--- src/rtl/lin_part_seq.sv ---
// Bit-serial linear (XOR) half of the linearised adder: latches one carry per clock
// from the AND terms returned by nonlin_part, then presents sum/cout with valid/ready.
module lin_part_seq #(
    parameter int NBIT = 8
) (
    input  logic                clk,
    input  logic                rst,
    input  logic                in_valid,
    output logic                in_ready,
    input  logic [NBIT-1:0]     a_in,
    input  logic [NBIT-1:0]     b_in,
    output logic [NBIT-2:0]     a_nl,
    output logic [NBIT-2:0]     b_nl,
    output logic [NBIT-4:0]     r,
    input  logic [3*NBIT-6:0]   nl,
    output logic                out_valid,
    input  logic                out_ready,
    output logic [NBIT-1:0]     sum,
    output logic                cout,
    output logic                busy
);

    localparam int NLW = 3 * NBIT - 5;
    localparam int KW  = $clog2(NBIT);

    typedef enum logic [1:0] {
        S_IDLE,
        S_RIPPLE,
        S_DONE
    } state_t;

    state_t              r_state;
    state_t              w_next;
    logic [NBIT-1:0]     r_a_q;
    logic [NBIT-1:0]     r_b_q;
    logic [NBIT-4:0]     r_semi;
    logic                r_c_last;
    logic [KW-1:0]       r_k;
    logic [NBIT-1:0]     r_sum;
    logic                r_cout;
    logic                r_out_valid;
    logic [NBIT-1:0]     w_carry;

    // Majority of three bits expressed as the XOR of the pairwise AND terms.
    function automatic logic triple(input logic [NLW-1:0] v, input int j);
        return v[3*j+1] ^ v[3*j+2] ^ v[3*j+3];
    endfunction

    function automatic logic majority(input logic x, input logic y, input logic z);
        return (x & y) ^ (x & z) ^ (y & z);
    endfunction

    always_ff @(posedge clk or posedge rst) begin
        if (rst) r_state <= S_IDLE;
        else     r_state <= w_next;
    end

    always_comb begin
        w_next = r_state;
        case (r_state)
            S_IDLE:   if (in_valid) w_next = S_RIPPLE;
            S_RIPPLE: if (r_k == KW'(NBIT - 3)) w_next = S_DONE;
            S_DONE:   if (r_out_valid && out_ready) w_next = S_IDLE;
            default:  w_next = S_IDLE;
        endcase
    end

    assign w_carry = {r_c_last, r_semi, nl[0], 1'b0};

    always_ff @(posedge clk or posedge rst) begin
        if (rst) begin
            r_a_q       <= '0;
            r_b_q       <= '0;
            r_semi      <= '0;
            r_c_last    <= 1'b0;
            r_k         <= '0;
            r_sum       <= '0;
            r_cout      <= 1'b0;
            r_out_valid <= 1'b0;
        end else begin
            case (r_state)
                S_IDLE: begin
                    if (in_valid) begin
                        r_a_q    <= a_in;
                        r_b_q    <= b_in;
                        r_semi   <= '0;
                        r_c_last <= 1'b0;
                        r_k      <= '0;
                    end
                end
                S_RIPPLE: begin
                    // triple(k) only reads r bits below k, which are already settled.
                    if (r_k == KW'(NBIT - 3)) begin
                        r_c_last <= triple(nl, NBIT - 3);
                    end else begin
                        for (int j = 0; j < NBIT - 3; j++) begin
                            if (r_k == KW'(j)) r_semi[j] <= triple(nl, j);
                        end
                        r_k <= r_k + 1'b1;
                    end
                end
                S_DONE: begin
                    if (!r_out_valid) begin
                        r_sum       <= r_a_q ^ r_b_q ^ w_carry;
                        r_cout      <= majority(r_a_q[NBIT-1], r_b_q[NBIT-1], r_c_last);
                        r_out_valid <= 1'b1;
                    end else if (out_ready) begin
                        r_out_valid <= 1'b0;
                    end
                end
                default: r_out_valid <= 1'b0;
            endcase
        end
    end

    assign in_ready  = (r_state == S_IDLE) && !rst;
    assign busy      = (r_state != S_IDLE);
    assign a_nl      = r_a_q[NBIT-2:0];
    assign b_nl      = r_b_q[NBIT-2:0];
    assign r         = r_semi;
    assign out_valid = r_out_valid;
    assign sum       = r_sum;
    assign cout      = r_cout;

endmodule
--- config.mk ---
export PLATFORM = sky130hd
export DESIGN_NAME = lin_part_seq
export DESIGN_NICKNAME = d
export VERILOG_FILES = /design/src/rtl/lin_part_seq.sv
export SDC_FILE = /design/constraint.sdc
export NUM_CORES = 1
export LEC_CHECK = 0
export CORE_UTILIZATION = 65
export DETAILED_ROUTE_END_ITERATION = 10
export DONT_BUFFER_PORTS = 1
export GPL_TIMING_DRIVEN = 0
export PLACE_DENSITY = 0.89
export SLEW_MARGIN = 10
export SYNTH_ARGS = -nofsm -noshare
export SYNTH_HDL_FRONTEND = slang
export SYNTH_SLANG_ARGS = --single-unit
export TNS_END_PERCENT = 10
--- constraint.sdc ---
create_clock -name clk -period 3.3 [get_ports clk]
set_clock_uncertainty 0.1 [all_clocks]
set_input_delay 0.165 -clock clk [delete_from_list [all_inputs] [get_ports clk]]
set_output_delay 0.165 -clock clk [all_outputs]
set_load 0.05 [all_outputs]
==> results by group, run 1 <==
Outcome
  • Status: complete, but fails checks
  • Violated checks: design-rule violations, negative hold slack

Clock network
  • Worst-Skew Late Latency: roughly 0.34 ns
  • CTS H-tree lvls: 2
  • Clock Root Buffer: clkbuf_4
  • Clock Sinks: 37
  • Max Buffers Root-to-Sink: 2
  • TritonCTS buffer count: 5
  • CTS tree: yes
  • Clock slew at reported path FFs: about 0.11 ns

Timing
  • Setup violators final: 0
  • Fin. max-slew vios: 0
  • Max transition margin: approximately two fifths
  • Setup_tns: 0 ns
  • WHS: -0.00552 ns
  • Unrepaired setup endpoints after global routing: no
  • Final hold vios: 1
  • Post-layout min period: about 2.5 ns
  • Tcrit/Tclk final: 74.8%
  • Worst slew pin tran: between 0.8 and 0.9 ns
  • Highest Clock Rate: about 400 MHz

Synth
  • Synth Cell Area: ~2000 sq um
  • Synth top area share: 46.6%
  • Netlist cell types: 33
  • Post-synth EDFFs: 0
  • Seq cells post-synth: 37
  • Syn Nets: 209
  • Largest cells by area after synthesis: dfrtp_1 (47%), mux2_1 (9.6%), buf_4 (5.7%)
  • Synth Area per Inst: about 12 sq um
  • Synth Instances: approximately 160
  • Share of flip-flops with an asynchronous set or reset: 100%
  • Synth Flop Type: dfrtp_1
  • Synth warn: 0
  • Yosys top cell by area: dfrtp_1
  • Sequential share of the synthesized area: between 40% and 50%

Placement
  • I/O Buffers: 0
  • Inst Count DP: around 200
  • Placed instance area: 2020 sq um
  • DP Wirelength: about 2700 um
  • Routability cong.: 0.781

Critical path
  • Slowest-stage cell, CP: nor2_1
  • Critical path data arrival time: approximately 2.2 ns
  • Reg-to-reg startpoint: r_k[1]
  • Worst path top cell family by delay: simple AND/OR/NAND/NOR gates
  • Crit Path Max Fanout: 10
  • CP Launch Type: flop
  • Reg2Reg Depth: 5
  • Crit-path max cell delay: between 0.7 and 0.8 ns
  • CP Cell Sequence: buf_2, or2_1, nor2_1
  • Worst r2r dst: r_k[2]
  • Register-to-Register Setup Slack: 1.47 ns
  • Req. time, crit path: 3.03 ns
  • Critical path class: reg -> out
  • CP Capture Type: output pin
  • Bufs and invs on worst path: 1

Floorplan
  • Ports: 70
  • Initial Util: 70.2%
  • Core area: ~2800 sq um
  • Area of the die: approximately 3300 sq um
  • DIE HEIGHT: ~57 um
  • Chip Width: 57.3 um
  • # rows: 19

Worst hold path
  • Min-Delay Endpoint: sum[1]
  • Hold Crit Start: nl[0]
  • Worst hold stages: 3
  • Min-Delay Path Class: in -> reg

Layout
  • Seq. cell area: between 900 and 1000 sq um
  • Layout cells sized above 1: between 10% and 20%
  • Design Area, Final: between 2000 and 2500 sq um
  • Synth-to-Final Area Change: 15.8%
  • Non-filler cells, final: between 200 and 250
  • Antenna Cells: 0
  • Nets@finish: approximately 240
  • # fillers: about 170
  • Multi-input gate area: 897 sq um

Run
  • Max-cap viol count: 0

GRT
  • Grt total ovfl: 0
  • Vias in the first global route: about 1,300
  • Largest net degree at the start of global routing: 38
  • First-pass GRT wire length: approximately 6000 um
  • Initial antenna violation count: 0
  • Tot GR Track Use: 25.7%

Power
  • Pleak: around 1.1 nW
  • Peak supply drop: ~650 uV
  • Cell area power density: approximately 1100 nW/um^2
  • Power, Total: ~2.6 mW

Routing
  • DRT antenna net count: 0
  • Pre-antenna DRT Iters: 7
  • Final WL: 3730 um
  • Avg WL per Cell: 16.8 um
  • Vias/cell: ~5.7
  • DRC Markers: 5
  • Total number of vias: roughly 1,300
  • Detailed Route Iter0 Violations: 27
## worst max path at each step
| stage | end | depth (start not counted) | startpoint |
|---|---|---|---|
| after floorplan | in_ready | 3 | r_state[1] |
| after global placement | in_ready | 3 | r_state[1] |
| after detailed placement | in_ready | 3 | r_state[1] |
| after CTS | in_ready | 3 | r_state[1] |
| after global routing | in_ready | 3 | r_state[1] |
| final | in_ready | 3 | r_state[1] |
## cell usage after synthesis (2+ instances only)
cell,count
dfrtp_1,37
nand3_1,2
xnor3_1,4
xnor2_1,10
nand2b_1,2
o21ai_1,8
mux2_1,17
ha_1,5
buf_4,15
nand2_1,11
mux2_4,2
a21oi_1,5
buf_2,4
mux2_2,4
nor2_1,6
nand3b_1,3
inv_1,5
nor2b_1,3
xor2_1,7
## registers in the layout, indices dropped and copies added, names as in the netlist
signal,count
r_c_last,1
r_a_q,8
r_k,3
r_state,2
cout,1
r,5
sum,8
r_b_q,8
out_valid,1
## worst reg2reg max path: stages (launching register included)
cell	delay, ns
dfrtp_1	0.39
inv_1	0.09
ha_1	0.25
and3_1	0.23
nor3_4	0.29
mux2_2	0.37
## report_power, final
group,switching (mW),internal (mW),total (mW)
logic,0.699,0.491,1.19
clock network,0.144,0.181,0.325
registers,0.460,0.654,1.11
total,1.30,1.33,2.63
## cells by family after synthesis
logic type	count (synthesis)	share of synthesized area (%)
buf+inv	25	8.19
flops	37	46.6
compound gates	18	5.36
simple gates	33	9.70
fa+ha+maj	6	4.16
xor+xnor	21	12.0
mux	24	13.9
## what timing repair did
| action | 4_1_cts | 5_1_grt |
|---|---|---|
| resized for setup | 0 | 0 |
| hold endpoints to repair | 56 | 0 |
| buffers inserted | 0 | 0 |
| hold buffers | 19 | 0 |
## area by class of cell
cell class	instances	share of cell area [%]
plain buffers	20	6.26
clock buffers	7	2.39
clock inverters	1	1.31
inverters	5	0.816
multi-input cells	102	39.0
flip-flops and latches	37	40.3
well taps	31	1.69
repair buffers	19	8.27
## per-stage QoR
stage | worst slack [ns] | hold slack [ns] | util (%)
6_report | 0.831 | -0.00552 | 81.3
5_1_grt | 0.747 | 0.00245 | 81.3
4_1_cts | 0.819 | 0.00281 | 81.3
3_5_place_dp | 1.20 | 0.110 | 71.6
3_3_place_gp | 1.21 | 0.201 | 71.6
2_1_floorplan | 1.27 | 0.200 | -
## placed cells by master, fill, tap and decap left out, types with 2 or more instances in the layout
cell and n:
xor2_1 7, mux2_2 4, inv_1 4, dlygate4sd3_1 19
a21oi_1 5, dfrtp_1 37, buf_4 15, nand2_1 11
mux2_4 2, clkbuf_4 5, mux2_1 17, ha_1 5
nand3_1 2, buf_2 4, xnor3_1 4, xnor2_1 10
nand2b_1 2, o21ai_1 8, nand3b_1 3, nor2b_1 3
nor2_1 6
## metal layers
| metal | part of all wire (%) | GRT usage [%] | vias up |
|---|---|---|---|
| li1 | - | - | 589 |
| met1 | 38 | 29.8 | 632 |
| met2 | 54 | 44.9 | 45 |
| met3 | 6.2 | 8.62 | 7 |
| met4 | 1.6 | 8.36 | 0 |
| met5 | 0 | 0 | - |
No activity file was read; power rests on OpenSTA's default activity.
==> run 2: changes to the inputs <==
--- a/config.mk
+++ b/config.mk
@@ -5,11 +5,12 @@
 export SDC_FILE = /design/constraint.sdc
 export NUM_CORES = 1
 export LEC_CHECK = 0
-export CORE_UTILIZATION = 65
+export ABC_AREA = 1
+export CORE_UTILIZATION = 63
 export DETAILED_ROUTE_END_ITERATION = 10
 export DONT_BUFFER_PORTS = 1
 export GPL_TIMING_DRIVEN = 0
-export PLACE_DENSITY = 0.89
+export PLACE_DENSITY = 0.87
 export SLEW_MARGIN = 10
 export SYNTH_ARGS = -nofsm -noshare
 export SYNTH_HDL_FRONTEND = slang
==> constraint.sdc (replaced) <==
create_clock -name clk -period 2.3 [get_ports clk]
set_clock_uncertainty 0.1 [all_clocks]
set_input_delay 0.115 -clock clk [delete_from_list [all_inputs] [get_ports clk]]
set_output_delay 0.115 -clock clk [all_outputs]
set_load 0.05 [all_outputs]
==> results by group, run 2 <==
GRT
  • Vias in the first global route: 1,977 (+51%)
  • Tot GR Track Use: 31.6% (+6.0 points)
  • Grt total ovfl: 0 (unchanged)
  • Largest net degree at the start of global routing: 38 (unchanged)
  • First-pass GRT wire length: 8290 um (+34%)
  • Initial antenna violation count: 0 (unchanged)

Critical path
  • Crit Path Max Fanout: 9 (-1)
  • Critical path class: reg -> out
  • Critical path data arrival time: 1.97 ns (-0.23 ns)
  • Worst r2r dst: r_c_last
  • Req. time, crit path: 2.09 ns (-0.94 ns)
  • Register-to-Register Setup Slack: 0.42 ns (-1.05 ns)
  • Reg-to-reg startpoint: r_state[0]
  • CP Capture Type: output pin
  • Reg2Reg Depth: 6 (+1)
  • CP Launch Type: flop

Power
  • Cell area power density: 1510 nW/um^2 (+32%)
  • Pleak: 1.38 nW (+27%)
  • Peak supply drop: 869 uV (+33%)
  • Power, Total: 3.94 mW (+50%)

Clock network
  • Max Buffers Root-to-Sink: 2 (unchanged)
  • TritonCTS buffer count: 5 (unchanged)
  • Clock Sinks: 37 (unchanged)
  • Worst-Skew Late Latency: 0.35 ns (about the same)
  • Clock Root Buffer: clkbuf_4
  • CTS H-tree lvls: 2 (unchanged)
  • CTS tree: yes
  • Clock slew at reported path FFs: 0.11 ns (about the same)

Synth
  • Netlist cell types: 28 (-15%)
  • Main combinational cell family by area after synthesis: simple AND/OR/NAND/NOR gates
  • Synth Area in Adders: 3.82% (-0.34 points)
  • Sequential share of the synthesized area: 42.8% (-3.8 points)
  • Seq cells post-synth: 37 (unchanged)
  • Largest cells by area after synthesis: dfrtp_1 (43%), nand2_1 (18%), nand3_1 (7.6%)
  • Synth Flop Type: dfrtp_1
  • Compound-Gate Fraction of Synth Area: 3.59% (-1.8 points)
  • Post-synth EDFFs: 0 (unchanged)
  • Simple-gate share of the synthesized area: 33.1% (+23 points)
  • Mux contribution to synthesized area: 0% (-14 points)
  • Post-synth top cells: nand2_1 (101), dfrtp_1 (37), nand3_1 (33)
  • Top-count cell post-synth: nand2_1
  • Synth warn: 0 (unchanged)
  • Synth Cell Area: 2160 sq um (+8.9%)
  • Syn Nets: 320 (+53%)
  • Synth top area share: 42.8% (-3.8 points)
  • Yosys top cell by area: dfrtp_1
  • Synth Instances: 275 (+68%)
  • Share of flip-flops with an asynchronous set or reset: 100% (unchanged)
  • XOR/XNOR share of the synthesized area: 4.45% (-7.6 points)
  • Synth Area per Inst: 7.87 sq um (-35%)

Floorplan
  • Chip Width: 60.6 um (+5.8%)
  • DIE HEIGHT: 60.6 um (+5.8%)
  • Ports: 70 (unchanged)
  • Area of the die: 3670 sq um (+12%)
  • # rows: 20 (+1)
  • Initial Util: 68.6% (-1.6 points)
  • Core area: 3150 sq um (+11%)

Routing
  • Vias/cell: 5.29 (-7.7%)
  • Avg WL per Cell: 14.6 um (-13%)
  • DRC Markers: 0 (-5)
  • DRT antenna net count: 0 (unchanged)
  • Pre-antenna DRT Iters: 4 (-3)
  • Detailed Route Iter0 Violations: 101 (+270%)
  • Total number of vias: 1,915 (+50%)
  • Final WL: 5270 um (+41%)

Worst hold path
  • Hold Crit Start: nl[2]
  • Min-Delay Path Class: in -> reg
  • Min-Delay Endpoint: r[0]
  • Worst hold stages: 6 (+3)

Layout
  • Most common cell after layout, fill and taps aside: nand2_1
  • Antenna Cells: 0 (unchanged)
  • # fillers: 202 (+17%)
  • Nets@finish: 362 (+54%)
  • Synth-to-Final Area Change: 21.1%
  • Layout cells sized above 1: 12.3% (-6.6 points)
  • Most frequent cells in the layout: nand2_1 (101), dfrtp_1 (37), dlygate4sd3_1 (35)
  • Final Core Density: 83.1% (+1.8 points)

Timing
  • Unrepaired setup endpoints after global routing: no
  • Max transition margin: 49.2% (+8.1 points)
  • Tcrit/Tclk final: between 90% and 100%
  • Worst setup margin: 0.116 ns (-0.715 ns)
  • Worst slew pin tran: 0.761 ns (-0.119 ns)
  • Highest Clock Rate: ~460 MHz
  • Setup violators final: 0 (unchanged)
  • Final hold vios: 0 (-1)
  • Fin. max-slew vios: 0 (unchanged)
  • Post-layout min period: ~2.2 ns
  • Setup_tns: 0 ns (unchanged)

Placement
  • Dpl ws: 0.287 ns (-0.913 ns)
  • DP Wirelength: 3310 um (+23%)
  • I/O Buffers: 0 (unchanged)
  • Routability cong.: 0.747 (-4.3%)

Run
  • Max-cap viol count: 0 (unchanged)

Outcome
  • Status: complete, no violations
run 2: cell count changes after synthesis, sizes merged, moves of 3 or more:
cell,before,now
nand2,11,107
xor2,7,2
mux2,23,0
nor2,6,10
inv,5,32
nor2b,3,0
xnor3,4,0
nand3,2,33
run 2: timing repair:
item,CTS,global route
setup buffers,0,0
resized for setup,1,0
hold buffers,35,0
endpoints found under the setup margin,1,0
hold endpoints to repair,62,0
run 2: final cells by class:
class / count / area [sq um] / share of cell area [%]
Multi-Input combinational cell: 187 / 976 / 37.2
Buffer: 19 / 141 / 5.40
Clock buffer: 8 / 48.8 / 1.86
Sequential cell: 37 / 926 / 35.3
Inverter: 32 / 123 / 4.68
Timing Repair Buffer: 35 / 350 / 13.4
Tap cell: 44 / 55.1 / 2.10
run 2: kinds of logic (layout without fill, tap and decap cells):
group	Yosys count	in the layout
DFF	37	37
AOI/OAI and AO/OA	14	14
buffers and inverters	51	94
adders and majority gates	6	6
and+or+nand+nor	156	156
xor gates and xnor gates	11	11
run 2: worst max-delay path: stages (launching register included):
cell,delay (ns)
dfrtp_1,0.50
nor2_4,0.31
inv_1,0.30
nor2_2,0.51
run 2: how the worst max path moves through the flow:
stage,cells after the start,slack (ns),from,end
2_1_floorplan,3,0.41,r_state[1],in_ready
3_3_place_gp,3,0.31,r_state[1],in_ready
3_5_place_dp,3,0.29,r_state[1],in_ready
4_1_cts,3,0.13,r_state[1],in_ready
5_1_grt,3,0.06,r_state[1],in_ready
6_report,3,0.12,r_state[1],in_ready
run 2: power by group:
part           total [mW]  switching (mW)  internal, mW
Combinational        1.95            1.27         0.677
Clock               0.330           0.208         0.122
Sequential           1.66           0.729         0.935
Total                3.94            2.21          1.73
run 2: metal layers:
metal	GRT usage [%]	wire length (um)
met1	32.6	2020
met2	58.4	2810
met3	10.4	380
met4	13.3	61
met5	0	0
run 2: per-stage QoR:
stage	area (sq um)	instances	hold WS, ns
after floorplan	2160	275	0.160
after global placement	2220	319	0.162
after detailed placement	2220	319	0.0740
after CTS	2620	362	0.0218
after global routing	2620	362	0.0453
final	2620	362	0.0149
